File: src/rtl/vr_mem_pkg.sv
// vr_mem_pkg: memory-map constants and arbiter state encoding shared by CPU, IO and arbiter
package vr_mem_pkg;
    localparam int DEF_RAM_AW = 11;
    localparam int DEF_IO_BIT = 22;
    localparam int DEF_IO_AW  = 6;
    typedef enum logic [1:0] {
        ST_IDLE   = 2'd0,
        ST_ACCESS = 2'd1,
        ST_RESP   = 2'd2
    } state_t;
endpackage

File: src/rtl/vr_mem_arbiter_if.sv
// vr_mem_arbiter_if: two request ports plus the shared RAM and IO bus
interface vr_mem_arbiter_if
    import vr_mem_pkg::*;
#(
    parameter int RAM_AW = DEF_RAM_AW,
    parameter int IO_AW  = DEF_IO_AW
);
    logic [31:0]       m0_addr, m0_wdata, m0_rdata;
    logic              m0_ren, m0_ready;
    logic [3:0]        m0_wmask;
    logic [31:0]       m1_addr, m1_wdata, m1_rdata;
    logic              m1_ren, m1_ready;
    logic [3:0]        m1_wmask;
    logic [RAM_AW-1:0] ram_addr;
    logic              ram_ren;
    logic [3:0]        ram_wmask;
    logic [31:0]       ram_wdata, ram_rdata;
    logic [IO_AW-1:0]  io_addr;
    logic              io_ren, io_wen;
    logic [31:0]       io_wdata, io_rdata;

    modport slave (
        input  m0_addr, m0_ren, m0_wmask, m0_wdata,
        input  m1_addr, m1_ren, m1_wmask, m1_wdata,
        input  ram_rdata, io_rdata,
        output m0_rdata, m0_ready, m1_rdata, m1_ready,
        output ram_addr, ram_ren, ram_wmask, ram_wdata,
        output io_addr, io_ren, io_wen, io_wdata
    );

    modport master (
        output m0_addr, m0_ren, m0_wmask, m0_wdata,
        output m1_addr, m1_ren, m1_wmask, m1_wdata,
        output ram_rdata, io_rdata,
        input  m0_rdata, m0_ready, m1_rdata, m1_ready,
        input  ram_addr, ram_ren, ram_wmask, ram_wdata,
        input  io_addr, io_ren, io_wen, io_wdata
    );
endinterface

File: src/rtl/vr_rr_arb2.sv
// vr_rr_arb2: two-way round-robin arbiter, combinational grant, registered last-winner pointer
module vr_rr_arb2 (
    input  logic       clk,
    input  logic       rst,
    input  logic       en,
    input  logic [1:0] req,
    output logic [1:0] gnt
);
    logic last;

    assign gnt = !en ? 2'b00 : &req ? (last ? 2'b01 : 2'b10) : req;

    // remember who won; reset favours M0 on the first tie
    always_ff @(posedge clk) begin
        if (rst) last <= 1'b1;
        else if (|gnt) last <= gnt[1];
    end
endmodule

File: src/rtl/vr_mem_arbiter.sv
// vr_mem_arbiter: shares one BRAM and the IO bus between two masters, IDLE/ACCESS/RESP per access
module vr_mem_arbiter
    import vr_mem_pkg::*;
#(
    parameter int RAM_AW = DEF_RAM_AW,
    parameter int IO_BIT = DEF_IO_BIT,
    parameter int IO_AW  = DEF_IO_AW
) (
    input logic             i_clk,
    input logic             i_rst,
    vr_mem_arbiter_if.slave bus
);
    state_t            state, state_nx;
    logic [1:0]        req, gnt;
    logic              idle, acc, resp;
    logic [31:0]       win_addr, win_wdata;
    logic [3:0]        win_wmask;
    logic              win_ren;
    logic              sel_q, rd_q, io_q;
    logic [RAM_AW-1:0] ram_a_q;
    logic [IO_AW-1:0]  io_a_q;
    logic [3:0]        wmask_q;
    logic [31:0]       wdata_q, io_rdata_q, rdata;

    assign req       = {bus.m1_ren | (|bus.m1_wmask), bus.m0_ren | (|bus.m0_wmask)};
    assign idle      = state == ST_IDLE;
    assign acc       = state == ST_ACCESS;
    assign resp      = state == ST_RESP;
    assign win_addr  = gnt[1] ? bus.m1_addr  : bus.m0_addr;
    assign win_ren   = gnt[1] ? bus.m1_ren   : bus.m0_ren;
    assign win_wmask = gnt[1] ? bus.m1_wmask : bus.m0_wmask;
    assign win_wdata = gnt[1] ? bus.m1_wdata : bus.m0_wdata;

    vr_rr_arb2 u_arb (
        .clk (i_clk),
        .rst (i_rst),
        .en  (idle),
        .req (req),
        .gnt (gnt)
    );

    // state register
    always_ff @(posedge i_clk) begin
        state <= i_rst ? ST_IDLE : state_nx;
    end

    // latch the winner's request in IDLE; capture IO read data during ACCESS
    always_ff @(posedge i_clk) begin
        if (i_rst) begin
            sel_q      <= 1'b0;
            rd_q       <= 1'b0;
            io_q       <= 1'b0;
            ram_a_q    <= '0;
            io_a_q     <= '0;
            wmask_q    <= '0;
            wdata_q    <= '0;
            io_rdata_q <= '0;
        end else begin
            if (idle && |req) begin
                sel_q   <= gnt[1];
                rd_q    <= win_ren & ~|win_wmask;
                io_q    <= win_addr[IO_BIT];
                ram_a_q <= win_addr[RAM_AW+1:2];
                io_a_q  <= win_addr[IO_AW+1:2];
                wmask_q <= win_wmask;
                wdata_q <= win_wdata;
            end
            if (acc && io_q && rd_q) io_rdata_q <= bus.io_rdata;
        end
    end

    // next state and bus outputs, all driven from latched copies only
    always_comb begin
        state_nx      = ST_IDLE;
        state_nx      = idle ? (|req ? ST_ACCESS : ST_IDLE) : acc ? ST_RESP : ST_IDLE;
        rdata         = rd_q ? (io_q ? io_rdata_q : bus.ram_rdata) : '0;
        bus.ram_addr  = (acc && !io_q) ? ram_a_q : '0;
        bus.ram_ren   = acc && !io_q && rd_q;
        bus.ram_wmask = (acc && !io_q) ? wmask_q : '0;
        bus.ram_wdata = (acc && !io_q) ? wdata_q : '0;
        bus.io_addr   = (acc && io_q) ? io_a_q : '0;
        bus.io_ren    = acc && io_q && rd_q;
        bus.io_wen    = acc && io_q && |wmask_q;
        bus.io_wdata  = (acc && io_q) ? wdata_q : '0;
        bus.m0_ready  = resp && !sel_q;
        bus.m1_ready  = resp && sel_q;
        bus.m0_rdata  = (resp && !sel_q) ? rdata : '0;
        bus.m1_rdata  = (resp && sel_q) ? rdata : '0;
    end
endmodule
File: src/flat_wrapper.sv
// flat-port wrapper written by rule: the top's interface ports become plain ports
module vr_mem_arbiter_flat import vr_mem_pkg::*;
#(
    parameter int RAM_AW = DEF_RAM_AW,
    parameter int IO_BIT = DEF_IO_BIT,
    parameter int IO_AW  = DEF_IO_AW
)
  (i_clk, i_rst, bus_m0_addr, bus_m0_ren, bus_m0_wmask, bus_m0_wdata, bus_m1_addr, bus_m1_ren, bus_m1_wmask, bus_m1_wdata, bus_ram_rdata, bus_io_rdata, bus_m0_rdata, bus_m0_ready, bus_m1_rdata, bus_m1_ready, bus_ram_addr, bus_ram_ren, bus_ram_wmask, bus_ram_wdata, bus_io_addr, bus_io_ren, bus_io_wen, bus_io_wdata);
  vr_mem_arbiter_if #(.RAM_AW(RAM_AW), .IO_AW(IO_AW)) bus_i ();
  input logic i_clk;
  input logic i_rst;
  input wire logic [$bits(bus_i.m0_addr)-1:0] bus_m0_addr;
  input wire logic [$bits(bus_i.m0_ren)-1:0] bus_m0_ren;
  input wire logic [$bits(bus_i.m0_wmask)-1:0] bus_m0_wmask;
  input wire logic [$bits(bus_i.m0_wdata)-1:0] bus_m0_wdata;
  input wire logic [$bits(bus_i.m1_addr)-1:0] bus_m1_addr;
  input wire logic [$bits(bus_i.m1_ren)-1:0] bus_m1_ren;
  input wire logic [$bits(bus_i.m1_wmask)-1:0] bus_m1_wmask;
  input wire logic [$bits(bus_i.m1_wdata)-1:0] bus_m1_wdata;
  input wire logic [$bits(bus_i.ram_rdata)-1:0] bus_ram_rdata;
  input wire logic [$bits(bus_i.io_rdata)-1:0] bus_io_rdata;
  output wire logic [$bits(bus_i.m0_rdata)-1:0] bus_m0_rdata;
  output wire logic [$bits(bus_i.m0_ready)-1:0] bus_m0_ready;
  output wire logic [$bits(bus_i.m1_rdata)-1:0] bus_m1_rdata;
  output wire logic [$bits(bus_i.m1_ready)-1:0] bus_m1_ready;
  output wire logic [$bits(bus_i.ram_addr)-1:0] bus_ram_addr;
  output wire logic [$bits(bus_i.ram_ren)-1:0] bus_ram_ren;
  output wire logic [$bits(bus_i.ram_wmask)-1:0] bus_ram_wmask;
  output wire logic [$bits(bus_i.ram_wdata)-1:0] bus_ram_wdata;
  output wire logic [$bits(bus_i.io_addr)-1:0] bus_io_addr;
  output wire logic [$bits(bus_i.io_ren)-1:0] bus_io_ren;
  output wire logic [$bits(bus_i.io_wen)-1:0] bus_io_wen;
  output wire logic [$bits(bus_i.io_wdata)-1:0] bus_io_wdata;
  assign bus_i.m0_addr = bus_m0_addr;
  assign bus_i.m0_ren = bus_m0_ren;
  assign bus_i.m0_wmask = bus_m0_wmask;
  assign bus_i.m0_wdata = bus_m0_wdata;
  assign bus_i.m1_addr = bus_m1_addr;
  assign bus_i.m1_ren = bus_m1_ren;
  assign bus_i.m1_wmask = bus_m1_wmask;
  assign bus_i.m1_wdata = bus_m1_wdata;
  assign bus_i.ram_rdata = bus_ram_rdata;
  assign bus_i.io_rdata = bus_io_rdata;
  assign bus_m0_rdata = bus_i.m0_rdata;
  assign bus_m0_ready = bus_i.m0_ready;
  assign bus_m1_rdata = bus_i.m1_rdata;
  assign bus_m1_ready = bus_i.m1_ready;
  assign bus_ram_addr = bus_i.ram_addr;
  assign bus_ram_ren = bus_i.ram_ren;
  assign bus_ram_wmask = bus_i.ram_wmask;
  assign bus_ram_wdata = bus_i.ram_wdata;
  assign bus_io_addr = bus_i.io_addr;
  assign bus_io_ren = bus_i.io_ren;
  assign bus_io_wen = bus_i.io_wen;
  assign bus_io_wdata = bus_i.io_wdata;
  vr_mem_arbiter #(.RAM_AW(RAM_AW), .IO_BIT(IO_BIT), .IO_AW(IO_AW)) u_core (.i_clk(i_clk), .i_rst(i_rst), .bus(bus_i));
endmodule
File: config.mk
export PLATFORM = sky130hd
export DESIGN_NAME = vr_mem_arbiter_flat
export DESIGN_NICKNAME = d
export VERILOG_FILES = /design/src/rtl/vr_mem_pkg.sv /design/src/rtl/vr_mem_arbiter_if.sv /design/src/rtl/vr_rr_arb2.sv /design/src/rtl/vr_mem_arbiter.sv /design/src/flat_wrapper.sv
export SDC_FILE = /design/constraint.sdc
export NUM_CORES = 1
export LEC_CHECK = 0
export BUFFER_PORTS_ARGS = -buffer_cell sky130_fd_sc_hd__buf_2
export CAP_MARGIN = 40
export CORE_AREA = 2 2 137 139
export DETAILED_ROUTE_END_ITERATION = 16
export DIE_AREA = 0 0 139 141
export PLACE_DENSITY = 0.69
export SYNTH_ARGS = -nofsm -noshare
export SYNTH_HDL_FRONTEND = slang
export SYNTH_SLANG_ARGS = --single-unit
File: constraint.sdc
create_clock -name i_clk -period 2.6 [get_ports i_clk]
set_input_delay 0.52 -clock i_clk [delete_from_list [all_inputs] [get_ports i_clk]]
set_output_delay 0.52 -clock i_clk [all_outputs]
set_load 0.005 [all_outputs]
Word level (Yosys, flattened, before mapping)

Index checks and enable logic that the tools add are counted.

Input port bits: 204
Output and inout bits: 154
Register bits after elaboration: 91
Logic and storage cells: 53

Reductions and logical operators: 19
Eq/ne operators: 2
Bitwise logic cells: 3
Mux-type cells: 19

Operator list:

| operator             | number |
|---|---|
| $mux W32             | 7 |
| $mux W23             | 1 |
| $reduce_or A4 Y1     | 4 |
| $mux W11             | 1 |
| $mux W2              | 5 |
| $logic_and A1 B1 Y1  | 8 |
| $mux W4              | 2 |
| $mux W6              | 1 |
| $reduce_or A2 Y1     | 2 |
| $logic_not A1 Y1     | 3 |
| $eq A2 B1 Y1 const B | 1 |
| $eq A2 B2 Y1 const B | 1 |
| $logic_not A2 Y1     | 1 |
| $mux W1              | 2 |
| $or A1 B1 Y1         | 2 |
| $reduce_and A2 Y1    | 1 |
| $and A1 B1 Y1        | 1 |

Logic depth before layout (Yosys ltp)

Gate-level depths: netlist (run 1).

Word-level depth: 9
Mapped depth: 8
Gate-level depth less buffers: 6

Hierarchy

From an unflattened synthesis (run 1), not the netlist that was laid out.

Cell total of the unflattened synthesis: 629
Area total of the unflattened synthesis: 4873.4 µm²

Modules (own cells, without submodules):

| module         | times used | area each (µm²) | cells an instance |
|---|---|---|---|
| vr_mem_arbiter | 1          | 4814.6          | 621 |
| vr_rr_arb2     | 1          | 58.8            | 8 |

Worst setup path after synthesis (run 1)

Ideal clock, no wire load.

Path kind: in2reg
From: in bus_m1_wmask[1]
To: reg u_core.rd_q
Stages: 6
Arrival time: 1.893 ns
Path buffers: 1
Library setup time: 0.086 ns
Setup slack: 0.620 ns
Cell sequence: or2_1 -> nor4_4 -> nor3_2 -> buf_4 -> or3b_1 -> a221oi_2

Word-level cells in the longest chain between the ends: 9
Elaborated cells between the ends (all ways): 12
Classes of those cells: mux (4); bitwise (2); reduce/logical (6)

RTL lines:

| item                   | line                 | RTL |
|---|---|---|
| start: declaration     | flat_wrapper.sv:18   | `input wire logic [$bits(bus_i.m1_wmask)-1:0] bus_m1_wmask;` |
| $reduce_or A4 Y1       | vr_mem_arbiter.sv:25 | `assign req = {bus.m1_ren \| (\|bus.m1_wmask), bus.m0_ren \| (\|bus.m0_wmask)};` |
| $or A1 B1 Y1           | vr_mem_arbiter.sv:25 |  |
| $reduce_and A2 Y1      | vr_rr_arb2.sv:11     | `assign gnt = !en ? 2'b00 : &req ? (last ? 2'b01 : 2'b10) : req;` |
| $mux W2 (2 in a row)   | vr_rr_arb2.sv:11     |  |
| $mux W4                | vr_mem_arbiter.sv:31 | `assign win_wmask = gnt[1] ? bus.m1_wmask : bus.m0_wmask;` |
| $reduce_or A4 Y1       | vr_mem_arbiter.sv:61 | `rd_q <= win_ren & ~\|win_wmask;` |
| $logic_not A1 Y1       | vr_mem_arbiter.sv:61 |  |
| $and A1 B1 Y1          | vr_mem_arbiter.sv:61 |  |
| end signal: assignment | vr_mem_arbiter.sv:61 |  |
| end: declaration       | vr_mem_arbiter.sv:19 | `logic sel_q, rd_q, io_q;` |

Several ways; a longest one is shown, not always the timed one.
A chain may end at the register's enable or synchronous reset.

Worst setup path after layout (run 1)

From: reg u_core.state[1]
To: out bus_m0_rdata[0]

Word-level cells in the longest chain between the ends: 3

RTL lines:

| item                     | line                 | RTL |
|---|---|---|
| start: declaration       | vr_mem_arbiter.sv:13 | `state_t state, state_nx;` |
| start signal: assignment | vr_mem_arbiter.sv:44 | `state <= i_rst ? ST_IDLE : state_nx;` |
| $eq A2 B2 Y1             | vr_mem_arbiter.sv:28 | `assign resp = state == ST_RESP;` |
| $logic_and A1 B1 Y1      | vr_mem_arbiter.sv:87 | `bus.m0_rdata = (resp && !sel_q) ? rdata : '0;` |
| $mux W32                 | vr_mem_arbiter.sv:87 |  |
| end: declaration         | flat_wrapper.sv:22   | `output wire logic [$bits(bus_i.m0_rdata)-1:0] bus_m0_rdata;` |

Every way passes these cells.

==> flow_summary.toml, run 1 <==
[outcome]
run_status = "completed"

[worst_hold_path]
min_from = "bus_io_rdata[2]"
whs_endpoint = "u_core.io_rdata_q[2]"
hold_class = "in2reg"
hold_depth = 3

[worst_setup_path]
critPathMaxFanout = 14
cp-start-kind = "flip-flop"
endpoint_kind = "output pin"
cp_slowest_cell = "or3b_1"
worst-path-buf-inv = 2
cp_data_required_time_ps = 2080
r2r-end = "u_core.wdata_q[20]"
max_stage_delay_ps = 630
worstRegToRegCells = 5
r2r-start = "u_core.state[0]"
worstPathCellList = "or3b_1 -> buf_4 -> nor2_1 -> buf_2"
reg2reg_slack_ps = 690
worst-setup-path-type = "reg2out"
arrival_ps = 1840
crit_family = "simple AND/OR/NAND/NOR gates"

[global_routing]
grt-ovfl-total = 0
grt_pass1_vias = 4910
antenna_found_initial = 0
grt_max_degree = 52
grt_pass1_wl_mm = 24.89
grt_use_total_pct = 15.80

[route]
vias = 5226
drc = 0
drt_iter0_drc = 119
wl_per_cell_um = 13.70
drt-pass1-iter-count = 4
via_per_inst = 4.501
ant_nets = 0
routed_wl_mm = 15.91

[floorplan]
initial_utilization_pct = 26.60
placeableCoreArea_um2 = 18270
fp.dieW_um = 139
rows = 50
die-area_um2 = 19600
die-height_um = 141
num_io_pins = 358

[sta]
fin_skew_ps = 5.249
max_slew_margin_pct = 60.39
slew_viol_final = 0
max_freq_ghz = 0.4240
min_period_ps = 2359
tns_ps = 0
hold_viol = 0
finalSetupViolCount = 0
max_slew.worst_pin.slew_ps = 594.2
period_share_pct = 90.72
hold_ws_ps = 415.0
fin_ws_ps = 241.3
rsz0062_at_grt = "no"

[finish]
num_antenna_cells = 0
layout.nets = 1126
fin_util_pct = 38.58
final_cell_mix = "316 x buf_2, 116 x nor2_1, 98 x nand2_1"
area_delta_synth_final_pct = 45.03
mostFrequentLayoutCell = "buf_2"
drive_gt1_share_pct = 41.96

[yosys]
synth-main-ff-cell = "dfxtp_1"
synth-adder-area-share_pct = 0
synth_compound_area_share_pct = 12.41
synth_top_family_by_area = "simple AND/OR/NAND/NOR gates"
synthXorXnorAreaFrac_pct = 0
synth_top_cells_by_area = "dfxtp_1 35%, and2_1 11%, mux2i_1 9.7%"
ys_types = 34
yosys.area_share.simple_pct = 30.41
ys_warn_count = 0
seq_area_frac_synth_pct = 35.02
synth_top_area_share_pct = 35.02
async_flop_share_pct = 0
synth.area.mux_share_pct = 17.10
postSynthCellCount = 631
syn_nets = 835
synth_seq_cells = 85
netlist_area_um2 = 4860
avgSynthCellArea_um2 = 7.702
yosys.area.top_type = "dfxtp_1"
synth_edf_count = 0

[place]
port_buffers = 317
pre_cts_slack_ps = 241.2
hpwl_mm = 11.98
place_congestion = 0.8147

[clock_network]
cts.repair.resized = 0
clock-sinks = 85
post_cts_buffers = 0
cts.path.max_buffers = 2
clock-root-buffer = "clkbuf_16"
postCtsHoldBufs = 0
cts_tree = "built"
cts-htree-levels = 3
numCtsBuffers = 9
clock_latency_ps = 340
clk_pin_slew_ps = 60

[power]
powerDensity_nw_per_um2 = 505.1
vdd_drop_max_uv = 274.1
leakage_nw = 3.341

[job]
cap_violations = 0
-- cells by family (layout without fill, tap and decap cells) --
| kind of cell | Yosys count | count (layout) |
|---|---|---|
| flops | 85 | 85 |
| buf+inv | 59 | 355 |
| simple gates | 318 | 318 |
| mux | 79 | 79 |
| compound gates | 90 | 90 |
-- Yosys cell counts (2+ instances only) --
cell      number
a211oi_1      47
a21oi_1       34
and2_1        86
buf_1          5
buf_2          2
buf_4          6
clkbuf_1      42
dfxtp_1       85
inv_2          3
mux2_1         3
mux2_2        29
mux2i_1       47
nand2_1       98
nor2_1       118
nor2b_1        2
nor3_1         2
nor3_2         2
nor4_1         2
or2_1          2
or3b_1         2
-- stage by stage --
stage	instances	total power [mW]	cell area, um^2
floorplan	631	1.950	4860
global placement	1144	2.269	6733
detailed placement	1145	2.285	6753
CTS	1161	3.630	7048
global route	1161	3.763	7048
finish	1161	3.560	7048
-- flip-flops by register name (all words and copies together), names as in the netlist --
register	cells
u_core.io_q	1
u_core.state	2
u_core.sel_q	1
u_core.wdata_q	32
u_core.io_a_q	5
u_core.ram_a_q	6
u_core.rd_q	1
u_core.u_arb.last	1
u_core.io_rdata_q	32
u_core.wmask_q	4
-- how the worst max path moves through the flow --
stage | depth (start not counted) | startpoint | slack [ps] | end
6_report | 4 | u_core.state[1] | 240 | bus_m0_rdata[0]
5_1_grt | 4 | u_core.state[1] | 130 | bus_m0_rdata[24]
4_1_cts | 4 | u_core.state[1] | 200 | bus_m0_rdata[25]
3_5_place_dp | 8 | bus_m0_wmask[3] | 240 | u_core.ram_a_q[10]
3_3_place_gp | 8 | bus_m0_wmask[3] | 200 | u_core.ram_a_q[9]
2_1_floorplan | 6 | bus_m1_wmask[1] | 620 | u_core.rd_q
-- cell type report --
cell class	instances	area, um^2
Tap cell	234	292.8
Fill cell	1892	11220
Clock inverter	3	45.04
Clock buffer	13	250.2
Timing Repair Buffer	335	1799
Inverter	4	15.01
Multi-Input combinational cell	487	2943
Sequential cell	85	1703
-- routing by layer --
metal	track usage, %	up-vias	part of all wire (%)
li1	-	2683	-
met1	17.99	2310	42
met2	29.19	218	50
met3	3.193	15	6.8
met4	5.848	0	1.6
met5	0	-	0
-- worst min-delay path: cells and delay by family --
kind | cells | cell delay (ps)
compound gates | 1 | 50
simple gates | 1 | 50
buf+inv | 1 | 90
-- power by group --
group	internal, mW	switching (mW)
Combinational	0.389	0.380
Clock	0.773	0.543
Sequential	1.40	0.0713
Note: power is estimated with default switching activity, not from simulation.
==> run 2: changes to the inputs <==
BUFFER_PORTS_ARGS = not set   (was -buffer_cell sky130_fd_sc_hd__buf_2)
DONT_BUFFER_PORTS = 1   (was not set)
PLACE_DENSITY = 0.52   (was 0.69)
==> flow_summary.toml, run 2 (synthesis results as in run 1) <==
[outcome]
run_status = "completed"

[sta]
min_period_ps = 2274
hold_ws_ps = 251.3
tns_ps = 0
rsz0062_at_grt = "no"
period_share_pct = 87.44
hold_viol = 0
max_freq_ghz = 0.4398
slew_viol_final = 0
fin_skew_ps = 8.097
fin_ws_ps = 326.4
max_slew_margin_pct = 57.17
finalSetupViolCount = 0
max_slew.worst_pin.slew_ps = 641.6

[power]
powerDensity_nw_per_um2 = 625.5
vdd_drop_max_uv = 277.1
p_total_mw = 3.357
leakage_nw = 1.805

[floorplan]
die-area_um2 = 19600
num_io_pins = 358
placeableCoreArea_um2 = 18270
initial_utilization_pct = 26.60
die-height_um = 141
fp.dieW_um = 139
rows = 50

[worst_setup_path]
critPathMaxFanout = 23
cp-start-kind = "flip-flop"
worstRegToRegCells = 5
r2r-start = "u_core.rd_q"
worst-setup-path-type = "reg2out"
reg2reg_slack_ps = 740
endpoint_kind = "output pin"
r2r-end = "u_core.io_rdata_q[31]"
cp_data_required_time_ps = 2080
arrival_ps = 1750

[clock_network]
clock-sinks = 85
clk_pin_slew_ps = 70
postCtsHoldBufs = 0
clock_latency_ps = 340
cts-htree-levels = 3
cts_tree = "built"
post_cts_buffers = 0
numCtsBuffers = 9
cts.repair.resized = 0
cts.path.max_buffers = 2
clock-root-buffer = "clkbuf_16"

[place]
port_buffers = 0
place_inst = 823
pre_cts_slack_ps = 395.9
post_dp_cell_area_um2 = 5059
place_congestion = 0.7569
hpwl_mm = 10.48

[global_routing]
grt_pass1_wl_mm = 20.86
grt_use_total_pct = 13.53
antenna_found_initial = 0
grt_max_degree = 86
grt-ovfl-total = 0
grt_pass1_vias = 3795

[route]
via_per_inst = 4.945
ant_nets = 0
wl_per_cell_um = 16.86
drc = 0
routed_wl_mm = 14.15
drt-pass1-iter-count = 4
vias = 4149
drt_iter0_drc = 159

[finish]
n_fill_cell = 1978
stdcell_area_um2 = 5368
instances_no_fill = 839
fin_util_pct = 29.38
drive_gt1_share_pct = 11.57
area_delta_synth_final_pct = 10.45
num_antenna_cells = 0
reg_top3 = "u_core.io_rdata_q (32), u_core.wdata_q (32), u_core.ram_a_q (6)"
final_cell_mix = "116 x nor2_1, 98 x nand2_1, 86 x and2_1"
mostFrequentLayoutCell = "nor2_1"
layout.nets = 804

[worst_hold_path]
whs_endpoint = "u_core.wdata_q[21]"
hold_class = "in2reg"
min_from = "i_rst"
hold_depth = 1

[job]
cap_violations = 0
-- run 2: cell count changes in the layout (fill, tap and decap cells not counted), sizes merged --
cell and change:
inv +2, clkbuf -3, clkinvlp +1, buf -322
-- run 2: worst max path at each step --
stage,slack [ps],cells past startpoint,startpoint,endpoint
2_1_floorplan,620,6,bus_m1_wmask[1],u_core.rd_q
3_3_place_gp,400,6,bus_m0_wmask[3],u_core.io_a_q[4]
3_5_place_dp,400,6,bus_m0_wmask[3],u_core.io_a_q[4]
4_1_cts,280,3,u_core.rd_q,bus_m1_rdata[11]
5_1_grt,220,3,u_core.rd_q,bus_m0_rdata[31]
6_report,330,3,u_core.rd_q,bus_m1_rdata[11]
-- run 2: where the power goes --
| group | leakage, nW | switching [mW] | internal, mW |
|---|---|---|---|
| logic | 0.964 | 0.301 | 0.244 |
| clock network | 0.142 | 0.562 | 0.778 |
| registers | 0.699 | 0.0693 | 1.40 |
| total | 1.80 | 0.933 | 2.42 |
-- run 2: worst max-delay path, stage by stage, from the launching register on --
cell	delay, ps
dfxtp_1	730
buf_4	370
nand2_1	150
nor2_1	160
-- run 2: area by class of cell --
cell class	count	area, um^2	share of cell area [%]
sequential	85	1703	31.72
timing repair buffer	13	110.1	2.051
tap	234	292.8	5.455
multi-input combinational	487	2938	54.73
inverter	4	15.01	0.2797
clock inverter	6	70.07	1.305
clock buffer	10	239.0	4.452
-- run 2: layer usage --
metal  vias to the layer above  global-route usage (%)  part of all wire (%)
li1                       2044                       -                     -
met1                      1872                   14.97                    40
met2                       219                   24.35                    49
met3                        14                   4.076                   8.4
met4                         0                   5.316                   1.8
met5                         -                       0                     0
==> run 3: changes to the inputs <==
PLACE_DENSITY = 0.54   (was 0.52)
clock period = 1.9 ns   (was 2.6 ns; I/O delays follow)
==> flow_summary.toml, run 3 (synthesis results as in run 1) <==
[worst_hold_path]
whs_endpoint = "u_core.wdata_q[30]"
min_from = "i_rst"
hold_depth = 1
hold_class = "in2reg"

[place]
place_inst = 838
port_buffers = 0
pre_cts_slack_ps = 8.282
place_congestion = 0.8165
hpwl_mm = 10.65

[route]
via_per_inst = 4.951
drt-pass1-iter-count = 4
drc = 0
drt_iter0_drc = 142
routed_wl_mm = 16.30
wl_per_cell_um = 18.58
vias = 4342
ant_nets = 0

[clock_network]
cts_tree = "built"
clock_latency_ps = 340
cts.path.max_buffers = 2
numCtsBuffers = 9
postCtsHoldBufs = 0
clock-sinks = 85
clk_pin_slew_ps = 70
cts-htree-levels = 3
clock-root-buffer = "clkbuf_16"

[worst_setup_path]
arrival_ps = 1550
r2r-start = "u_core.state[0]"
cp-start-kind = "flip-flop"
worstPathCellList = "buf_12 -> mux2_2 -> nand2_1 -> nor2_1 -> buf_4"
startpoint = "u_core.io_q"
reg2reg_slack_ps = 130
cp_slowest_cell = "dfxtp_4"
crit_family = "flip-flops"
worst-setup-path-type = "reg2out"
r2r-end = "u_core.wdata_q[9]"
endpoint_kind = "output pin"
cp.depth = 5
worstRegToRegCells = 5
cp_data_required_time_ps = 1520
critPathMaxFanout = 13
max_stage_delay_ps = 410
worst-path-buf-inv = 2

[finish]
drive_gt1_share_pct = 22.71
num_antenna_cells = 0
reg_top3 = "u_core.io_rdata_q (32), u_core.wdata_q (32), u_core.ram_a_q (6)"
layout.nets = 842
final_cell_mix = "116 x nor2_1, 88 x nand2_1, 82 x dfxtp_1"
area_delta_synth_final_pct = 24.07
mostFrequentLayoutCell = "nor2_1"
instances_no_fill = 877

[sta]
slew_viol_final = 0
fin_ws_ps = -25.30
max_freq_ghz = 0.5194
fin_skew_ps = 14.22
finalSetupViolCount = 10
period_share_pct = 101.3
hold_viol = 0
max_slew.worst_pin.slew_ps = 459.7
max_slew_margin_pct = 69.29
min_period_ps = 1925
rsz0062_at_grt = "yes"

[floorplan]
die-area_um2 = 19600
initial_utilization_pct = 26.60
placeableCoreArea_um2 = 18270
num_io_pins = 358
die-height_um = 141
rows = 50
fp.dieW_um = 139

[global_routing]
antenna_found_initial = 0
grt-ovfl-total = 0
grt_max_degree = 86
grt_use_total_pct = 14.55
grt_pass1_vias = 4016
grt_pass1_wl_mm = 22.29

[power]
p_comb_share_pct = 19.9
power.switching_mw = 1.342
vdd_drop_max_uv = 404.9
intPower_mw = 3.569
seqPwrFrac_pct = 41.4
powerDensity_nw_per_um2 = 814.5
leakage_nw = 2.143
power_switching_share_pct = 27.32
p_clk_share_pct = 38.7

[outcome]
run_status = "complete, but fails checks"
violations = "setup timing"

[job]
cap_violations = 0
## run 3: changes by cell type in the layout (fill, tap and decap cells not counted), sizes merged
cell	previous run	this run
clkinvlp	3	0
clkinv	0	4
buf	13	45
inv	6	4
bufinv	1	2
clkbuf	10	16
## run 3: worst max-delay path by stage
| stage | to | slack, ps |
|---|---|---|
| 6_report | bus_m1_rdata[7] | -30 |
| 5_1_grt | bus_m1_rdata[29] | -120 |
| 4_1_cts | bus_m1_rdata[8] | -70 |
| 3_5_place_dp | u_core.io_q | 8 |
| 3_3_place_gp | u_core.io_q | 6 |
| 2_1_floorplan | u_core.rd_q | 60 |
## run 3: routing by layer
metal | GRT usage, % | vias to the layer above | wire (um)
li1 | - | 2123 | -
met5 | 0 | - | 0
met2 | 25.15 | 224 | 8113
met1 | 16.86 | 1978 | 6622
met3 | 4.654 | 17 | 1253
met4 | 5.476 | 0 | 308
## run 3: layout make-up
type / instances / area (um^2)
Clock buffer: 10 / 229.0
Tap cell: 234 / 292.8
Timing Repair Buffer: 51 / 641.9
Multi-Input combinational cell: 487 / 3055
Inverter: 4 / 15.01
Fill cell: 1954 / 12240
Clock inverter: 6 / 87.58
Sequential cell: 85 / 1708
## run 3: repair_timing
item,in CTS,in global routing
gates cloned,1,9
gates resized for setup,11,42
setup endpoints to repair,71,164
buffers inserted,5,8
pin swaps,1,9
## run 3: power by group through the flow
| stage | clock network, mW | registers [mW] | logic [mW] |
|---|---|---|---|
| after floorplan | 0 | 2.01 | 0.655 |
| after global placement | 0 | 2.05 | 0.810 |
| after detailed placement | 0 | 2.06 | 0.817 |
| after CTS | 1.99 | 2.02 | 0.868 |
| after global routing | 2.05 | 2.05 | 1.07 |
| final | 1.90 | 2.03 | 0.980 |
## run 3: metrics by stage
| step | instance area (um^2) | power [mW] | utilization (%) | TNS [ps] | hold slack, ps |
|---|---|---|---|---|---|
| after floorplan | 4860 | 2.669 | - | 0 | 432.9 |
| after global placement | 5246 | 2.865 | 28.72 | 0 | 436.7 |
| after detailed placement | 5246 | 2.874 | 28.72 | 0 | 438.3 |
| after CTS | 5665 | 4.880 | 31.01 | -1595 | 79.66 |
| after global routing | 6030 | 5.166 | 33.01 | -3563 | 77.79 |
| final | 6030 | 4.911 | 33.01 | -103.3 | 99.50 |
